===== config.mk =====
export PLATFORM = sky130hd
export DESIGN_NAME = reg_bank_arbiter
export DESIGN_NICKNAME = d
export VERILOG_FILES = /design/src/rtl/reg_bank_arb_pkg.sv /design/src/rtl/reg_bank_arbiter_rr.sv /design/src/rtl/reg_bank_arbiter.sv
export SDC_FILE = /design/constraint.sdc
export NUM_CORES = 1
export LEC_CHECK = 0
export ABC_AREA = 0
export BUFFER_PORTS_ARGS = -buffer_cell sky130_fd_sc_hd__buf_2
export CORE_ASPECT_RATIO = 0.7
export CORE_MARGIN = 4
export CORE_UTILIZATION = 45
export CTS_BUF_LIST = sky130_fd_sc_hd__clkbuf_16
export DETAILED_ROUTE_END_ITERATION = 7
export MAX_ROUTING_LAYER = met4
export PLACE_DENSITY = 0.66
export SYNTH_ARGS = -nofsm -noshare
export SYNTH_HDL_FRONTEND = slang
export SYNTH_HIERARCHICAL = 1
export SYNTH_SLANG_ARGS = --single-unit

===== constraint.sdc =====
create_clock -name CLK -period 4.9 [get_ports CLK]
set_input_delay 0.49 -clock CLK [delete_from_list [all_inputs] [get_ports CLK]]
set_output_delay 0.49 -clock CLK [all_outputs]
set_load 0.03 [all_outputs]

===== src/rtl/reg_bank_arb_pkg.sv =====
// Shared state type and default sizes for reg_bank_arbiter.
// The LOCKED state exists only when REG_BANK_ARB_LOCK_EN is defined.
package reg_bank_arb_pkg;
  localparam int N_DEF    = 4;
  localparam int NREQ_DEF = 4;
  localparam int NREG_DEF = 8;

`ifdef REG_BANK_ARB_LOCK_EN
  typedef enum logic [1:0] {IDLE = 2'd0, GRANT = 2'd1, LOCKED = 2'd2} state_e;
`else
  typedef enum logic [1:0] {IDLE = 2'd0, GRANT = 2'd1} state_e;
`endif
endpackage


===== src/rtl/reg_bank_arbiter_rr.sv =====
// Rotating-priority picker: grants the first active request at or after ptr, wrapping.
module rr_arbiter
  import reg_bank_arb_pkg::*;
#(
  parameter int NREQ = NREQ_DEF,
  parameter int PW   = (NREQ > 1) ? $clog2(NREQ) : 1
) (
  input  logic [NREQ-1:0] req,
  input  logic [PW-1:0]   ptr,
  output logic [NREQ-1:0] gnt,
  output logic            valid
);
  logic [PW-1:0] idx_s;

  // Walk offsets from farthest to nearest so the closest requester overrides.
  always_comb begin
    gnt   = '0;
    idx_s = '0;
    for (int k = NREQ - 1; k >= 0; k--) begin
      idx_s = PW'((int'(ptr) + k) % NREQ);
      gnt   = req[idx_s] ? (NREQ'(1'b1) << idx_s) : gnt;
    end
    valid = |req;
  end
endmodule


===== src/rtl/reg_bank_arbiter.sv =====
// Register bank with round-robin arbitrated write requesters and a combinational read port.
// Define REG_BANK_ARB_LOCK_EN to add the LOCK input and the LOCKED burst-write state.
module reg_bank_arbiter
  import reg_bank_arb_pkg::*;
#(
  parameter int  N    = N_DEF,
  parameter int  NREQ = NREQ_DEF,
  parameter int  NREG = NREG_DEF,
  localparam int AW   = $clog2(NREG),
  localparam int PW   = (NREQ > 1) ? $clog2(NREQ) : 1
) (
  input  logic              CLK,
  input  logic              RST,
  input  logic [NREQ-1:0]   REQ,
  input  logic [NREQ*AW-1:0] WADDR,
  input  logic [NREQ*N-1:0] WDATA,
  output logic [NREQ-1:0]   ACK,
  input  logic [AW-1:0]     RADDR,
  output logic [N-1:0]      RDATA,
  output logic              BUSY
`ifdef REG_BANK_ARB_LOCK_EN
  ,
  input  logic [NREQ-1:0]   LOCK
`endif
);
  localparam logic [AW:0] NREG_W = (AW + 1)'(NREG);

  state_e          state_q, state_d;
  logic [NREQ-1:0] ack_q, ack_d;
  logic [PW-1:0]   ptr_q, ptr_d;
  logic            busy_q, busy_d;
  logic [N-1:0]    bank_q [NREG];
  logic [N-1:0]    bank_d [NREG];
  logic [NREQ-1:0] elig_s, gnt_s;
  logic [PW-1:0]   arb_ptr_s, win_s;
  logic            gnt_valid_s, wr_s;
  logic [AW-1:0]   wr_addr_s;
  logic [N-1:0]    wr_data_s;
`ifdef REG_BANK_ARB_LOCK_EN
  logic [PW-1:0]   owner_q, owner_d;
  logic            hold_s, lock_next_s;
`endif

  function automatic logic [PW-1:0] ptr_inc(input logic [PW-1:0] p);
    return (int'(p) == NREQ - 1) ? '0 : p + 1'b1;
  endfunction

  // A requester still showing its ACK is skipped, so a held REQ cannot write twice.
  assign elig_s = REQ & ~ack_q;

`ifdef REG_BANK_ARB_LOCK_EN
  // While locked only the owner may write; on release rotation resumes just past it.
  always_comb begin
    if (state_q == LOCKED) begin
      hold_s    = REQ[owner_q] & LOCK[owner_q];
      arb_ptr_s = ptr_inc(owner_q);
    end else begin
      hold_s    = 1'b0;
      arb_ptr_s = ptr_q;
    end
  end
`else
  assign arb_ptr_s = ptr_q;
`endif

  rr_arbiter #(.NREQ(NREQ), .PW(PW)) u_rr (
    .req   (elig_s),
    .ptr   (arb_ptr_s),
    .gnt   (gnt_s),
    .valid (gnt_valid_s)
  );

  // Resolve the writer of this cycle and select its address/data slices.
  always_comb begin
    win_s = '0;
    for (int i = 0; i < NREQ; i++) begin
      win_s = gnt_s[i] ? PW'(i) : win_s;
    end
`ifdef REG_BANK_ARB_LOCK_EN
    win_s       = hold_s ? owner_q : win_s;
    wr_s        = hold_s | gnt_valid_s;
    lock_next_s = wr_s & LOCK[win_s];
`else
    wr_s = gnt_valid_s;
`endif
    wr_addr_s = WADDR[win_s*AW +: AW];
    wr_data_s = WDATA[win_s*N +: N];
  end

  // Next bank contents, ACK pulse, pointer and FSM state.
  always_comb begin
    bank_d  = bank_q;
    ack_d   = '0;
    ptr_d   = arb_ptr_s;
    state_d = IDLE;
`ifdef REG_BANK_ARB_LOCK_EN
    owner_d = owner_q;
`endif
    if (wr_s) begin
      ack_d   = NREQ'(1'b1) << win_s;
      state_d = GRANT;
      ptr_d   = ptr_inc(win_s);
      // Out-of-range writes are acknowledged but leave the bank untouched.
      if ({1'b0, wr_addr_s} < NREG_W) begin
        bank_d[wr_addr_s] = wr_data_s;
      end else begin
        bank_d = bank_q;
      end
`ifdef REG_BANK_ARB_LOCK_EN
      if (lock_next_s) begin
        state_d = LOCKED;
        owner_d = win_s;
        ptr_d   = hold_s ? ptr_q : arb_ptr_s;
      end else begin
        owner_d = owner_q;
      end
`endif
    end else begin
      ack_d   = '0;
      state_d = IDLE;
    end
    busy_d = (state_d != IDLE);
  end

  // State registers; RST clears everything immediately.
  always_ff @(posedge CLK or posedge RST) begin
    if (RST) begin
      state_q <= IDLE;
      ack_q   <= '0;
      ptr_q   <= '0;
      busy_q  <= 1'b0;
      for (int r = 0; r < NREG; r++) begin
        bank_q[r] <= '0;
      end
`ifdef REG_BANK_ARB_LOCK_EN
      owner_q <= '0;
`endif
    end else begin
      state_q <= state_d;
      ack_q   <= ack_d;
      ptr_q   <= ptr_d;
      busy_q  <= busy_d;
      bank_q  <= bank_d;
`ifdef REG_BANK_ARB_LOCK_EN
      owner_q <= owner_d;
`endif
    end
  end

  assign ACK  = ack_q;
  assign BUSY = busy_q;

  // Combinational read; addresses past the bank read as zero.
  always_comb begin
    if ({1'b0, RADDR} < NREG_W) begin
      RDATA = bank_q[RADDR];
    end else begin
      RDATA = '0;
    end
  end
endmodule


==> flow_summary.ini, run 1 <==
[critical_path]
crit_buf_inv = 2
path_cells = inv_1 > ha_1 > mux4_2 > nand2b_1 > o22ai_1 > a31oi_1 > clkinv_1 > o211a_1 > o2111ai_1 > mux2_2
cpMaxStageDelayCell = dfrtp_1
cpLargestDelayFamily = compound AO/OA/AOI/OAI gates
critPathKind = flip-flop to flip-flop
endpoint_kind = flip-flop
cpPeakStageDelay_ps = 650
worstPathArrival_ps = 4020
start_kind = flip-flop
crit_fanout = 13
cp.required_ps = 5070

[sta]
setup_violations = 0
tns_ps = 0
fin_crit_sh = 0.786
period_needed_ps = 3850
finClkSkew_ps = 1.79
setup_slack_ps = 1050
fmax_mhz = 260
slew_viol_final = 0
rsz0062_at_grt = no
tightest_slew_ps = 576
hold_viol = 0
relSlewSlack = 0.616

[clock_tree]
postCtsSetupRepairBufs = 0
path_clk_slew_ps = 60
h-tree-depth = 2
numCtsBuffers = 5
cts_sinks = 39
cts_buffer_depth = 2
tritoncts = built
hold_buffers = 0
clk_latency_ps = 280
root_buffer = clkbuf_16
cts_resized = 0

[cells_and_area]
drive_gt1_frac = 0.481
n_antenna_cell = 0
area_growth_pct = 18.1
fin_area_um2 = 2970
nNetsFinal = 287
utilization = 0.559

[grt]
track_usage = 0.173
antenna_found_initial = 0
grt_pass1_wl_um = 9050
grt_max_degree = 40
grt.overflow.total = 0
grt_pass1_vias = 1707

[drt]
drt_iter0_drc = 116
firstDrtPassIters = 4
num_vias = 1679
routed_wl_um = 5340
drc = 0
drtAntennaViolNets = 0
routedWlPerCell_um = 17.1
via_per_inst = 5.36

[floorplan]
rows = 22
die_h_um = 70.5
core_area_um2 = 5310
fp.dieArea_um2 = 6870
initial_core_util = 0.473
dieWidth_um = 97.4
io_pins = 46

[synthesis]
synthCells = 192
syn_avg_cell_area_um2 = 13.1
yosys_warnings = 6
syn_area_um2 = 2510
synth_fp_nets = 239

[worst_hold_path]
hp-class = input port to async pin

[placed_design]
dpl.hpwl_um = 3900
gp_congestion = 0.863
port_buffers = 45
pre_cts_slack_ps = 1050
dpl_cell_area_um2 = 2800

[run_status]
outcome = finished, final reports clean

[job]
cap_violations = 0
state kept, by name (all words and copies together), names as in the netlist:
register and count:
ACK 4, arb_ptr_s 2, BUSY 1, bank_q 32
metrics by stage:
step | hold slack [ps] | cells
global route | 369 | 313
finish | 322 | 313
global placement | 476 | 305
floorplan | 453 | 192
CTS | 331 | 313
detailed placement | 478 | 305
final timing paths:
path / endpoint / startpoint / slack, ps / depth (start not counted)
max: bank_q[5] / arb_ptr_s[0] / 1050 / 10
min: BUSY / RST / 320 / 3
max reg2reg: bank_q[5] / arb_ptr_s[0] / 1050 / 10
min reg2reg: bank_q[11] / bank_q[11] / 490 / 1
max in group asynchronous: bank_q[14] / RST / 4230 / 3
min in group CLK: bank_q[11] / bank_q[11] / 490 / 1
worst register-to-register path, cell delays in order (launching register included):
cell	delay, ps
dfrtp_1	650
inv_1	190
ha_1	390
mux4_2	370
nand2b_1	120
o22ai_1	80
a31oi_1	420
clkinv_1	400
o211a_1	220
o2111ai_1	510
mux2_2	400
per-layer routing:
| layer | vias up | GRT usage | routed length [um] |
|---|---|---|---|
| met4 | 0 | 0.0430 | 55 |
| li1 | 820 | - | - |
| met5 | - | - | 0 |
| met2 | 55 | 0.213 | 2050 |
| met3 | 6 | 0.0640 | 350 |
| met1 | 798 | 0.263 | 2880 |
layout by cell type (no fill, tap or decap), types with 2 or more instances in the layout:
cell type   n
nand2_1    13
dfrtp_1    39
clkinv_1    2
clkbuf_16   5
nand4b_1    2
o22ai_1     4
buf_2      45
mux4_2     12
o2111ai_1   2
o21ai_0     5
a2111oi_4   2
nand4_1     2
nand2b_1    7
ha_1       10
and2_1      4
nor2b_1     5
mux2_2     38
mux2_1      5
nor2_1      3
buf_4       3
inv_1       8
a31oi_1     2
mux2i_1     8
final cells by class:
cell class / instances / area, um^2
timing repair buffer: 48 / 248
inverter: 10 / 38.8
multi-input combinational: 136 / 1450
clock inverter: 3 / 42.5
tap: 72 / 90.1
sequential: 39 / 976
clock buffer: 5 / 125
fill: 452 / 2340
Power of run 1 is not shown: default switching activity piles up to over one toggle a cycle in this logic, so the estimate is an artifact.
==> inputs of run 2 (changes only) <==
--- a/config.mk
+++ b/config.mk
@@ -5,7 +5,7 @@
 export SDC_FILE = /design/constraint.sdc
 export NUM_CORES = 1
 export LEC_CHECK = 0
-export ABC_AREA = 0
+export ABC_AREA = 1
 export BUFFER_PORTS_ARGS = -buffer_cell sky130_fd_sc_hd__buf_2
 export CORE_ASPECT_RATIO = 0.7
 export CORE_MARGIN = 4
@@ -13,7 +13,7 @@
 export CTS_BUF_LIST = sky130_fd_sc_hd__clkbuf_16
 export DETAILED_ROUTE_END_ITERATION = 7
 export MAX_ROUTING_LAYER = met4
-export PLACE_DENSITY = 0.66
+export PLACE_DENSITY = 0.65
 export SYNTH_ARGS = -nofsm -noshare
 export SYNTH_HDL_FRONTEND = slang
 export SYNTH_HIERARCHICAL = 1
==> constraint.sdc (replaced) <==
create_clock -name CLK -period 3.8 [get_ports CLK]
set_input_delay 0.38 -clock CLK [delete_from_list [all_inputs] [get_ports CLK]]
set_output_delay 0.38 -clock CLK [all_outputs]
set_load 0.03 [all_outputs]
==> run 2 against run 1 <==
Net effect:
- core utilization decreased by 1.4 points
- largest cell class unchanged
- synthesized cell count increased by 97%
- flip-flop and latch count unchanged
- critical path type unchanged
- area after synthesis increased by 11%
- critical endpoint is now bank_q[0]
- clock-buffer cell count unchanged
- final cell count increased by 60%
- fmax increased by 27%
- non-clock buffer count decreased by 2
- via count increased by 49%
- clock skew increased by 2.3 ps
- setup slack got worse by 280 ps
- die area increased by 10%
==> flow_summary.ini, run 2 <==
[job]
cap_violations = 0

[synthesis]
synth_fp_nets = 425
yosys_warnings = 6
syn_area_um2 = 2800
syn_avg_cell_area_um2 = 7.40
synthCells = 378

[clock_tree]
postCtsSetupRepairBufs = 0
hold_buffers = 0
path_clk_slew_ps = 60
numCtsBuffers = 5
cts_resized = 0
h-tree-depth = 2
tritoncts = built
root_buffer = clkbuf_16
cts_buffer_depth = 2
clk_latency_ps = 280
cts_sinks = 39

[run_status]
outcome = finished, final reports clean

[floorplan]
io_pins = 46
rows = 23
fp.dieArea_um2 = 7560
core_area_um2 = 5870
initial_core_util = 0.476
dieWidth_um = 102
die_h_um = 74.0

[cells_and_area]
largest_register_ffs = 32
n_antenna_cell = 0
final_common_cell = nand2_1
largest-register = bank_q
nNetsFinal = 471
drive_gt1_frac = 0.240
final_cell_mix = 136 x nand2_1, 45 x buf_2, 39 x dfrtp_1, 34 x nand3_1, 33 x nor2_1
area_growth_pct = 14.5

[placed_design]
port_buffers = 45
gp_congestion = 0.838
dpl.hpwl_um = 5100

[sta]
fin_crit_sh = 0.797
setup_violations = 0
hold_viol = 0
tns_ps = 0
period_needed_ps = 3030
rsz0062_at_grt = no
relSlewSlack = 0.668
finClkSkew_ps = 4.14
slew_viol_final = 0
tightest_slew_ps = 498
fmax_mhz = 330

[critical_path]
worstPathArrival_ps = 3250
endpoint_kind = flip-flop
cpPeakStageDelay_ps = 520
crit_fanout = 14
cp.required_ps = 4020
cpMostUsedCell = nand2_1
start_kind = flip-flop
cpMaxStageDelayCell = dfrtp_1
critPathKind = flip-flop to flip-flop
path_cells = inv_1 > ha_1 > inv_1 > nand3_2 > nand2_2 > o21ai_0 > inv_1 > nand2_1 > nand2_1 > inv_2 > nand2_4 > inv_1 > nand2_1 > nand2_1 > nand2_1 > nand2_1 > nand3_1 > nand2_1

[drt]
routedWlPerCell_um = 13.5
routed_wl_um = 6730
drc = 0
drt_iter0_drc = 179
num_vias = 2509
via_per_inst = 5.02
firstDrtPassIters = 4
drtAntennaViolNets = 0

[grt]
grt_max_degree = 40
antenna_found_initial = 0
grt.overflow.total = 0
track_usage = 0.200
grt_pass1_wl_um = 11400
grt_pass1_vias = 2385

[worst_hold_path]
hp-class = input port to async pin
[run 2: layout make-up]
| type | instances | area, um^2 |
|---|---|---|
| inverter | 39 | 164 |
| tap | 75 | 93.8 |
| multi-input combinational | 293 | 1600 |
| fill | 580 | 2670 |
| timing repair buffer | 46 | 233 |
| sequential | 39 | 976 |
| clock inverter | 3 | 15.0 |
| clock buffer | 5 | 125 |
[run 2: final timing paths]
kind	from	to	slack [ps]	cells after the start
setup / recovery	arb_ptr_s[1]	bank_q[0]	770	18
hold / removal	RST	BUSY	220	3
setup reg to reg	arb_ptr_s[1]	bank_q[0]	770	18
hold reg to reg	bank_q[6]	bank_q[6]	470	2
max in group asynchronous	RST	bank_q[18]	3240	3
min in group CLK	bank_q[6]	bank_q[6]	470	2
[run 2: routing by layer]
metal / share of wire / track usage / up-vias
met5: 0 / - / -
met4: 0.010 / 0.0451 / 0
met3: 0.066 / 0.0375 / 6
met2: 0.41 / 0.279 / 77
met1: 0.51 / 0.301 / 1153
li1: - / - / 1273
[run 2: worst max-delay path, delay by kind of cell, from the launching register on]
family	cells	cell delay, ps
AND/OR/NAND/NOR	11	1180
buffers and inverters	5	740
flip-flops	1	520
adder cells (fa/ha/maj)	1	360
AO/OA/AOI/OAI	1	150
[run 2: metrics by stage]
stage | setup slack (ps) | std cells | util | hold slack [ps] | cell area [um^2]
CTS | 781 | 500 | 0.545 | 239 | 3200
finish | 770 | 500 | 0.545 | 215 | 3200
floorplan | 1220 | 378 | - | 437 | 2800
global placement | 900 | 492 | 0.522 | 456 | 3060
global route | 420 | 500 | 0.545 | 268 | 3200
detailed placement | 810 | 492 | 0.522 | 458 | 3060
Power of run 2 is left out for the same reason.
